==> src/rtl/zigbee_pad_host.sv <==
// Host-side end of the zigbee pad-mux link. It drives the chip input pads and samples the
// chip output pads. It moves 16-bit words to the chip (TX) and from the chip (RX), each
// over its own 4-phase req/ack handshake. The chip-driven mode select chooses the direction.
module zigbee_pad_host #(
  parameter int unsigned SYNC_STAGES = 2,
  parameter int unsigned TIMEOUT_CYC = 1024
) (
  input  logic        clk_i,
  input  logic        resetn_i,
  input  logic [1:0]  pad_sel_i,
  input  logic [17:0] pad_out_i,
  output logic [21:0] pad_in_o,
  input  logic        tx_valid_i,
  output logic        tx_ready_o,
  input  logic [3:0]  tx_cmd_i,
  input  logic [15:0] tx_data_i,
  output logic        rx_valid_o,
  input  logic        rx_ready_i,
  output logic [15:0] rx_data_o,
  output logic        err_timeout_o,
  output logic [15:0] tx_count_o,
  output logic [15:0] rx_count_o
);

  localparam int unsigned TW = (TIMEOUT_CYC > 1) ? $clog2(TIMEOUT_CYC) : 1;
  localparam logic [TW-1:0] TLast = TW'(TIMEOUT_CYC - 1);

  typedef enum logic [1:0] {TIdle, TReq, TRel} tx_state_e;
  typedef enum logic [1:0] {RIdle, RHold, RAck} rx_state_e;

  tx_state_e       tx_state_q;
  rx_state_e       rx_state_q;
  logic [TW-1:0]   tx_timer_q, rx_timer_q;
  logic            req_q, hack_q, tx_ready_q, rx_valid_q, err_q;
  logic [19:0]     tx_word_q;
  logic [15:0]     rx_data_q, tx_count_q, rx_count_q;

  // Each stage holds {sel[1:0], ack, vld}.
  logic [3:0]      sync_q [SYNC_STAGES];
  logic [1:0]      sel_s;
  logic            ack_s, vld_s, abort, tx_to, rx_to;

  function automatic logic [TW-1:0] inc_sat(input logic [TW-1:0] v);
    return (v == TLast) ? v : v + TW'(1);
  endfunction

  // Synchronise the asynchronous control pads; the data pads are sampled raw.
  always_ff @(posedge clk_i or negedge resetn_i) begin
    if (!resetn_i) begin
      for (int unsigned i = 0; i < SYNC_STAGES; i++) sync_q[i] <= '0;
    end else begin
      sync_q[0] <= {pad_sel_i, pad_out_i[17], pad_out_i[16]};
      for (int unsigned i = 1; i < SYNC_STAGES; i++) sync_q[i] <= sync_q[i-1];
    end
  end

  // Decode the synchronised controls, the abort condition and the per-FSM timeout hits.
  always_comb begin
    sel_s = sync_q[SYNC_STAGES-1][3:2];
    ack_s = sync_q[SYNC_STAGES-1][1];
    vld_s = sync_q[SYNC_STAGES-1][0];
    // A reserved select value counts as idle and aborts both directions.
    abort = (sel_s == 2'b00) || (sel_s == 2'b11);
    tx_to = 1'b0;
    rx_to = 1'b0;
    if (!abort && tx_timer_q == TLast) begin
      tx_to = (tx_state_q == TReq && !ack_s) || (tx_state_q == TRel && ack_s);
    end
    if (!abort && rx_timer_q == TLast) begin
      rx_to = (rx_state_q == RAck) && vld_s;
    end
  end

  // TX FSM: latch the host word onto the pads, raise req, and wait for the chip ack to cycle.
  always_ff @(posedge clk_i or negedge resetn_i) begin
    if (!resetn_i) begin
      tx_state_q <= TIdle;
      tx_timer_q <= '0;
      req_q      <= 1'b0;
      tx_word_q  <= '0;
      tx_ready_q <= 1'b0;
      tx_count_q <= '0;
    end else begin
      unique case (tx_state_q)
        TIdle: begin
          if (tx_valid_i && tx_ready_q) begin
            tx_word_q  <= {tx_cmd_i, tx_data_i};
            req_q      <= 1'b1;
            tx_ready_q <= 1'b0;
            tx_timer_q <= '0;
            tx_state_q <= TReq;
          end else begin
            tx_ready_q <= (sel_s == 2'b01);
          end
        end
        TReq: begin
          if (abort || tx_to) begin
            req_q      <= 1'b0;
            tx_ready_q <= 1'b0;
            tx_state_q <= TIdle;
          end else if (ack_s) begin
            req_q      <= 1'b0;
            tx_timer_q <= '0;
            tx_state_q <= TRel;
          end else begin
            tx_timer_q <= inc_sat(tx_timer_q);
          end
        end
        TRel: begin
          if (abort || tx_to) begin
            tx_ready_q <= 1'b0;
            tx_state_q <= TIdle;
          end else if (!ack_s) begin
            tx_count_q <= tx_count_q + 16'd1;
            tx_ready_q <= (sel_s == 2'b01);
            tx_state_q <= TIdle;
          end else begin
            tx_timer_q <= inc_sat(tx_timer_q);
          end
        end
        default: begin
          req_q      <= 1'b0;
          tx_ready_q <= 1'b0;
          tx_state_q <= TIdle;
        end
      endcase
    end
  end

  // RX FSM: capture the chip word, hold it under backpressure, then acknowledge with hack.
  always_ff @(posedge clk_i or negedge resetn_i) begin
    if (!resetn_i) begin
      rx_state_q <= RIdle;
      rx_timer_q <= '0;
      hack_q     <= 1'b0;
      rx_valid_q <= 1'b0;
      rx_data_q  <= '0;
      rx_count_q <= '0;
    end else begin
      unique case (rx_state_q)
        RIdle: begin
          if (sel_s == 2'b10 && vld_s) begin
            rx_data_q  <= pad_out_i[15:0];
            rx_valid_q <= 1'b1;
            rx_state_q <= RHold;
          end
        end
        RHold: begin
          // No timeout here: a stalled host is legal and the chip just keeps its word.
          if (abort) begin
            rx_valid_q <= 1'b0;
            rx_state_q <= RIdle;
          end else if (rx_ready_i) begin
            rx_valid_q <= 1'b0;
            hack_q     <= 1'b1;
            rx_timer_q <= '0;
            rx_state_q <= RAck;
          end
        end
        RAck: begin
          if (abort || rx_to) begin
            hack_q     <= 1'b0;
            rx_state_q <= RIdle;
          end else if (!vld_s) begin
            hack_q     <= 1'b0;
            rx_count_q <= rx_count_q + 16'd1;
            rx_state_q <= RIdle;
          end else begin
            rx_timer_q <= inc_sat(rx_timer_q);
          end
        end
        default: begin
          hack_q     <= 1'b0;
          rx_valid_q <= 1'b0;
          rx_state_q <= RIdle;
        end
      endcase
    end
  end

  // A TX timeout and an RX timeout in the same cycle give one merged pulse.
  always_ff @(posedge clk_i or negedge resetn_i) begin
    if (!resetn_i) err_q <= 1'b0;
    else           err_q <= tx_to | rx_to;
  end

  assign pad_in_o      = {req_q, hack_q, tx_word_q};
  assign tx_ready_o    = tx_ready_q;
  assign rx_valid_o    = rx_valid_q;
  assign rx_data_o     = rx_data_q;
  assign err_timeout_o = err_q;
  assign tx_count_o    = tx_count_q;
  assign rx_count_o    = rx_count_q;

endmodule

==> config.mk <==
export PLATFORM = sky130hd
export DESIGN_NAME = zigbee_pad_host
export DESIGN_NICKNAME = d
export VERILOG_FILES = /design/src/rtl/zigbee_pad_host.sv
export SDC_FILE = /design/constraint.sdc
export NUM_CORES = 1
export LEC_CHECK = 0
export CAP_MARGIN = 10
export CELL_PAD_IN_SITES_DETAIL_PLACEMENT = 0
export CELL_PAD_IN_SITES_GLOBAL_PLACEMENT = 1
export CORE_MARGIN = 2
export CORE_UTILIZATION = 35
export DETAILED_ROUTE_END_ITERATION = 6
export PLACE_DENSITY_LB_ADDON = 0.05
export SLEW_MARGIN = 20
export SYNTH_ARGS = -nofsm -noshare
export SYNTH_HDL_FRONTEND = slang
export SYNTH_SLANG_ARGS = --single-unit
==> constraint.sdc <==
create_clock -name clk_i -period 2.3 [get_ports clk_i]
set_clock_uncertainty 0.2 [all_clocks]
set_input_delay 0.69 -clock clk_i [delete_from_list [all_inputs] [get_ports clk_i]]
set_output_delay 0.69 -clock clk_i [all_outputs]
set_load 0.02 [all_outputs]
==> metrics.cfg <==
[synth]
syn_area_um2=4860
ys_types=59
synthTopCellsByArea=dfrtp_1 (54%), mux2_2 (9.0%), xor2_1 (3.6%), ha_1 (2.6%), nand2_1 (2.1%)
ys_ff_latch=105
synth.yosys.seq_area_share_pct=54.1
synth_most_common_cell=dfrtp_1
yosysTopAreaCellShare_pct=54.1
syn-instance-count=419
avgSynthCellArea_um2=11.6
synth_edf_count=0
async_reset_ff_share_pct=100
ys_top_cells_by_count=dfrtp_1 (105), mux2_2 (39), nand2_1 (27)
yosys_most_used_dff=dfrtp_1
yosysWarnings=0
yosys.area.top_type=dfrtp_1
syn_nets=473

[floorplanning]
die_area_um2=14800
num_rows=43
fp.dieW_um=122
core_area_um2=13700
fp.dieH_um=122
initial_core_util_pct=35.4
io_pins=117

[global_route]
grt.total_usage_pct=16.6
grt_pass1_wl_um=19200
antenna_found_initial=0
grt_max_degree=33
overflow=0
grt_pass1_vias=3822

[power_and_ir_drop]
p_int_mw=4.23
power.net_switching_mw=1.92
p_leak_nw=3.27
pwr-share-seq_pct=40.2
clkPwrFrac_pct=25.1
combPwrFrac_pct=34.7
ir_drop_v=0.000457
power_density_nw_per_um2=877
sw_frac_of_total_pct=31.2

[timing]
min_period_ns=2.25
fin_tns_setup_ns=0
period_share_pct=97.9
tightest_slew_ns=0.687
finalMaxSlewViolations=0
hold_viol=0
max_freq_mhz=444
setup_viol=0
slew_headroom_pct=54.0

[finish]
n_antenna_cell=0
drive_gt1_share_pct=22.5
fin_util_pct=51.2
final_area_um2=7020
area_growth_pct=44.6
fin_nets=632

[clocking]
cts_sinks=105
ctsLongestPathBuffers=2
cts_tree=yes
clock_latency_ns=0.35
cts.clk_slew.worst_paths_ns=0.07
cts-buffers-inserted=9
cts_root_buffer=clkbuf_16
cts_max_level=3

[setup_path]
cpMaxStageDelayCell=clkdlybuf4s50_1
crit_buf_inv=1
slowest_delay_ns=0.62
r2r_setup_slack_ns=0.07
crit_type=flop to output port
critPathMaxFanout=4
end_kind=output port
cp-start-kind=flop
arrival_ns=1.36
required_ns=1.41
path_delay_family=buffers and inverters
cp_cell_sequence=clkdlybuf4s50_1

[route]
met2RoutedLength_um=6250
drt-met1-wl_um=5020
drtIter0Drc=134
top_layer_used=met4
drc=0
drtPass1Iterations=4
wl_per_cell_um=15.5
wl_met3_um=399
vias=3776
ant_nets=0
wl_um=11800
via_per_inst=4.95

[placed_design]
port_buffers=116
dp_hpwl_um=8640
place_congestion=0.852
place_area_um2=6540

[status]
status=finished, final reports clean

[run]
cap_violations=0

[hold_path]
hp-class=input port to async pin

-- state kept, by name, indices dropped and copies added (netlist names), 5 cells and up --
name and cells:
rx_count_o 16, rx_data_o 16, rx_timer_q 10, sync_q 5
tx_count_o 16, tx_timer_q 10, tx_word_q 20
-- layout by cell type (no fill, tap or decap), types with 4 or more instances in the layout --
cell	synthesis	layout
clkdlybuf4s50_1	0	92
ha_1	10	6
xnor2_1	11	11
nand2_1	27	27
dlygate4sd2_1	0	13
dlymetal6s2s_1	0	10
dfrtp_1	105	105
nand3_1	17	15
clkbuf_16	0	9
buf_4	2	44
o21ai_0	11	11
a21o_1	4	4
nor3_2	3	6
a31oi_1	4	4
nor4_1	5	4
nor2_1	14	14
a21oi_1	8	8
nor3_1	14	10
a2bb2oi_1	5	5
nand4_1	14	14
nor2b_1	5	5
inv_1	21	20
and3_1	8	8
xor2_1	20	20
mux2_2	39	39
-- cell type report --
| type | instances | area (µm²) |
|---|---|---|
| inverter | 21 | 78.8 |
| sequential | 105 | 2630 |
| fill | 1269 | 6700 |
| multi-input combinational | 279 | 2250 |
| tap | 180 | 225 |
| clock buffer | 13 | 250 |
| clock inverter | 3 | 40.0 |
| timing repair buffer | 162 | 1550 |
-- final timing paths --
check | to | cells after the start | startpoint
hold reg to reg | sync_q[0] | 0 | sync_q[4]
max in group asynchronous | rx_count_o[7] | 2 | resetn_i
min in group clk_i | sync_q[0] | 0 | sync_q[4]
setup / recovery | rx_count_o[1] | 1 | rx_count_o[1]
setup reg to reg | tx_timer_q[8] | 6 | sel_s[0]
hold / removal | tx_count_o[6] | 1 | resetn_i
-- metrics by stage --
step                worst slack [ns]  total power [mW]  hold slack, ns  cells
floorplan                     0.0235              3.54           0.131    419
global placement              -0.324              4.55           0.138    744
detailed placement            -0.372              4.60           0.136    744
CTS                         -0.00884              6.16          0.0546    760
global route                 -0.0361              6.51          0.0614    763
finish                        0.0488              6.16          0.0535    763
-- what timing repair did --
action,in CTS,in global routing
setup buffers,0,3
setup endpoints to repair,28,49
gates resized for setup,17,38
cloned,0,0
hold buffers,0,0
pin swaps,1,3
endpoints found under the hold margin,0,0
-- power groups by stage --
stage / clock, mW / combinational (mW) / sequential [mW]
4_1_cts: 1.60 / 2.09 / 2.48
5_1_grt: 1.68 / 2.31 / 2.52
3_5_place_dp: 0 / 2.09 / 2.51
6_report: 1.54 / 2.14 / 2.47
2_1_floorplan: 0 / 0.714 / 2.83
3_3_place_gp: 0 / 2.06 / 2.49
-- cell families after synthesis --
group	share of synthesized area, %
compound gates	10.4
xor+xnor	5.59
fa+ha+maj	2.58
buf+inv	2.99
flops	54.1
mux	9.87
simple gates	14.4
-- routing by layer --
metal  vias up  global-route usage, %
li1       1833                      -
met1      1876                   21.0
met2        58                   28.1
met3         9                   4.35
met4         0                   4.74
met5         -                      0
Power figures use the tool's default switching activity.
==> edit 1 (same flow settings) <==
`TIMEOUT_CYC`: 1024 -> 2048.
--- a/src/rtl/zigbee_pad_host.sv
+++ b/src/rtl/zigbee_pad_host.sv
@@ -3,7 +3,7 @@
 // over its own 4-phase req/ack handshake. The chip-driven mode select chooses the direction.
 module zigbee_pad_host #(
   parameter int unsigned SYNC_STAGES = 2,
-  parameter int unsigned TIMEOUT_CYC = 1024
+  parameter int unsigned TIMEOUT_CYC = 2048
 ) (
   input  logic        clk_i,
   input  logic        resetn_i,
Check against the original RTL: same outputs for any inputs over 4 cycles, from zero or initial values and one cycle with resetn_i low; that may be too few to reach the edited logic, so the function may still have changed.
==> edit 1 against the original RTL <==
- register-to-register slack worse by 30 ps
- wire length up 1.9%
- setup slack worse by 8.2 ps
- cell count up 2.4%
- fmax down 0.36%
- cell area up 2.0%
- non-clock buffer count up 5
- area after synthesis up 3.5%
- die area up 3.3%
- global-route usage down 0.51 points
- power up 7.2%
- sequential cell count up 2
- utilization up 0.22 points
- largest cell class unchanged
- largest power group unchanged
==> edit 1: results <==
[clock_tree]
cts_made_buffers = 9
root_buffer = clkbuf_16
path_clk_slew_ps = 70

[final_layout]
final_nets = 650
final_cells = 781
layout-drive-gt1-share_pct = 22.5
fillers = 1275
num_antenna_cells = 0

[logic_synthesis]
synth_commonest_cells = dfrtp_1 (107), mux2_2 (38), nand2_1 (30), nand3_1 (26), nor2_1 (23)
muxShareOfSynthArea_pct = 9.12
synthTopCellsByArea = dfrtp_1 (53%), mux2_2 (8.5%), xnor2_1 (2.6%)
synth_cells = 436
synth_compound_area_share_pct = 10.6
synth-xor-area-share_pct = 5.23
synth_fp_nets = 490
synthAdderAreaFrac_pct = 2.49
yosysSeqAreaShare_pct = 53.3

[grt]
grt_max_degree = 74
grt_util_met1_pct = 22.6
antenna_found_initial = 0
grtUsageMet2_pct = 22.2
grtUsageMet3_pct = 6.68
grt_usage_pct = 16.1

[routing]
met1Wirelength_mm = 5.70
wl_mm = 12.0
dr_wl_met3_mm = 1.07
met2_wirelength_mm = 5.10
vias = 3944
drt-initial-drc-count = 262

[sta]
fin_hold_ws_ps = 139
max_freq_ghz = 0.443
relSlewSlack_pct = 61.4

[worst_setup_path]
critPathMaxFanout = 7
cp_slowest_cell = a2111o_2
crit_path_end = tx_timer_q[5]
path_delay_family = compound AO/OA/AOI/OAI gates
critPathLaunch = sel_s[0]
cp_slowest_stage_delay_ps = 570
crit_arrival_ps = 2280

[power]
switching_share_pct = 33.2
p_seq_share_pct = 38.7
ir_drop_mv = 0.564
leakage_nw = 3.36
comb-power_mw = 2.54
p_comb_share_pct = 38.5

[place]
place_hpwl_mm = 8.53
place_area_um2 = 6690
pre_cts_ws_ps = -439
place_congestion = 0.837
dp_cells = 760

[outcome]
outcome = finished, final reports clean
-- edit 1: cell count changes after synthesis, sizes merged, moves of 4 or more --
cell and change:
inv -7, a31oi +5, xor2 -5, and3 -5, nor2 +9, nand3 +9, nor3 -7, xnor2 +4
a21o -4
-- edit 1: cell type report --
cell class | count | area, um^2 | share of cell area [%]
sequential | 107 | 2680 | 37.4
clock buffer | 12 | 256 | 3.58
inverter | 14 | 52.6 | 0.734
clock inverter | 4 | 35.0 | 0.489
tap | 180 | 225 | 3.14
timing repair buffer | 167 | 1600 | 22.4
multi-input combinational | 297 | 2310 | 32.2
-- edit 1: timing repair --
item / CTS / global route
pin swaps: 4 / 2
gates resized for setup: 16 / 41
hold endpoints to repair: 0 / 0
endpoints found under the setup margin: 27 / 43
buffers inserted: 3 / 2
hold buffers: 0 / 0
==> edit 2 (config.mk and constraints unchanged) <==
Without the edit above. Put one more register stage on the output `rx_count_o`. The value now appears one clock later. The other outputs are not delayed to match.
--- a/src/rtl/zigbee_pad_host.sv
+++ b/src/rtl/zigbee_pad_host.sv
@@ -190,7 +190,9 @@
   assign rx_data_o     = rx_data_q;
   assign err_timeout_o = err_q;
   assign tx_count_o    = tx_count_q;
-  assign rx_count_o    = rx_count_q;
+  always_ff @(posedge clk_i) begin
+    rx_count_o <= rx_count_q;
+  end
 
 endmodule
 
Formal check against the unedited RTL: not equivalent (a bounded check fails within 10 cycles, from zero or initial values and one cycle with resetn_i low).
==> edit 2 against the original RTL <==
- die area up 7.2%
- wire length up 4.7%
- register-to-register slack better by 60 ps
- power up 20%
- critical path type unchanged
- area after synthesis up 7.4%
- cell area up 7.9%
- critical path depth unchanged
- sequential cell count up 16
- combinational power down 5%
- setup slack better by 7.3 ps
==> edit 2: results <==
[sta]
relSlewSlack_pct = 65.5

[clock_tree]
cts_made_buffers = 17
h-tree-depth = 4
clk_latency_ps = 420
root_buffer = clkbuf_16

[worst_setup_path]
crit_path_end = pad_in_o[5]
r2r_end = rx_count_q[9]
critPathMaxFanout = 2
critPathLaunch = tx_word_q[5]
rrSetupSlack_ps = 130

[grt]
grt_pass1_vias = 4130
grt_usage_pct = 16.2
grt_max_degree = 41
grt_pass1_wl_mm = 20.6

[power]
leakage_nw = 3.72
ir_drop_mv = 0.539
internal_power_mw = 5.13

[routing]
drt-initial-drc-count = 209
dr.pass1.iters = 4
vias_per_cell = 5.01
routedWlPerCell_um = 15.6

[place]
place_hpwl_mm = 8.85
portBuffers = 116
place_congestion = 0.799

[logic_synthesis]
synth_cell_types = 56
synth_fp_nets = 485
synthArstFlopShare_pct = 86.8
yosysSeqAreaShare_pct = 56.5
synth_commonest_cells = dfrtp_1 (105), mux2_2 (38), nand2_1 (29), xor2_1 (18), a21oi_1 (17)
synthTopCellsByArea = dfrtp_1 (50%), mux2_2 (8.2%), dfxtp_1 (6.1%)

[final_layout]
final_nets = 648
layout-drive-gt1-share_pct = 20.4
largest_register_ff_count = 20

[min_path]
worstHoldPathType = flip-flop to flip-flop

[outcome]
outcome = finished, final reports clean
[edit 2: cell count changes after synthesis, moves of 6 or more]
cell | before | now
dfxtp_1 | 0 | 16
a21oi_1 | 8 | 17
nor3_1 | 14 | 5
inv_1 | 21 | 14
nand4_1 | 14 | 7
a211oi_1 | 2 | 8
and4_1 | 2 | 8
[edit 2: how the worst min path moves through the flow]
stage               from       end  slack [ps]  depth (start not counted)
3_5_place_dp   sync_q[6]  sel_s[0]         140                          0
3_3_place_gp   sync_q[7]  sel_s[1]         130                          0
2_1_floorplan  sync_q[5]     ack_s         130                          0
6_report       sync_q[5]     ack_s         140                          0
5_1_grt        sync_q[6]  sel_s[0]         160                          0
4_1_cts        sync_q[6]  sel_s[0]         150                          0
[edit 2: power by group through the flow]
stage	sequential [mW]	clock, mW	combinational [mW]
after floorplan	3.06	0	0.739
after global placement	2.73	0	2.13
after detailed placement	2.74	0	2.14
after CTS	2.71	2.72	2.11
after global routing	2.75	2.83	2.20
final	2.70	2.65	2.04
[edit 2: per-stage QoR]
step	util (%)	instances	TNS (ps)	worst slack (ps)	area, um^2
final	52.1	791	0	56.2	7580
after global routing	52.1	791	-85.2	-43.9	7580
after CTS	51.4	790	0	2.17	7470
after detailed placement	47.3	755	-1620	-177	6870
after global placement	47.3	755	-738	-129	6870
after floorplan	-	431	0	37.0	5230
[edit 2: cell families (layout without fill, tap and decap cells)]
kind of cell / Yosys count / after routing / synth area share, %
AND/OR/NAND/NOR: 117 / 117 / 13.1
AO/OA/AOI/OAI: 82 / 82 / 11.3
buffers and inverters: 29 / 205 / 2.66
adder cells (fa/ha/maj): 10 / 10 / 2.40
multiplexers: 42 / 42 / 8.99
flip-flops: 121 / 121 / 56.5
XOR/XNOR: 30 / 30 / 5.04
[edit 2: final cells by class]
| cell class | instances | area (um^2) |
|---|---|---|
| clock buffer | 19 | 464 |
| fill | 1339 | 6960 |
| tap | 184 | 230 |
| timing repair buffer | 159 | 1590 |
| inverter | 14 | 52.6 |
| multi-input combinational | 281 | 2170 |
| clock inverter | 13 | 130 |
| sequential | 121 | 2950 |
[edit 2: routing by layer]
| layer | track usage [%] | wire [um] |
|---|---|---|
| met1 | 20.4 | 5600 |
| met2 | 24.9 | 5720 |
| met3 | 7.52 | 863 |
| met4 | 5.37 | 171 |
| met5 | 0 | 0 |
[edit 2: timing repair]
action / in CTS / in global routing
hold buffers: 1 / 0
resized for setup: 21 / 37
hold endpoints to repair: 15 / 0
setup buffers: 2 / 1
pin swaps: 1 / 2
endpoints found under the setup margin: 22 / 40
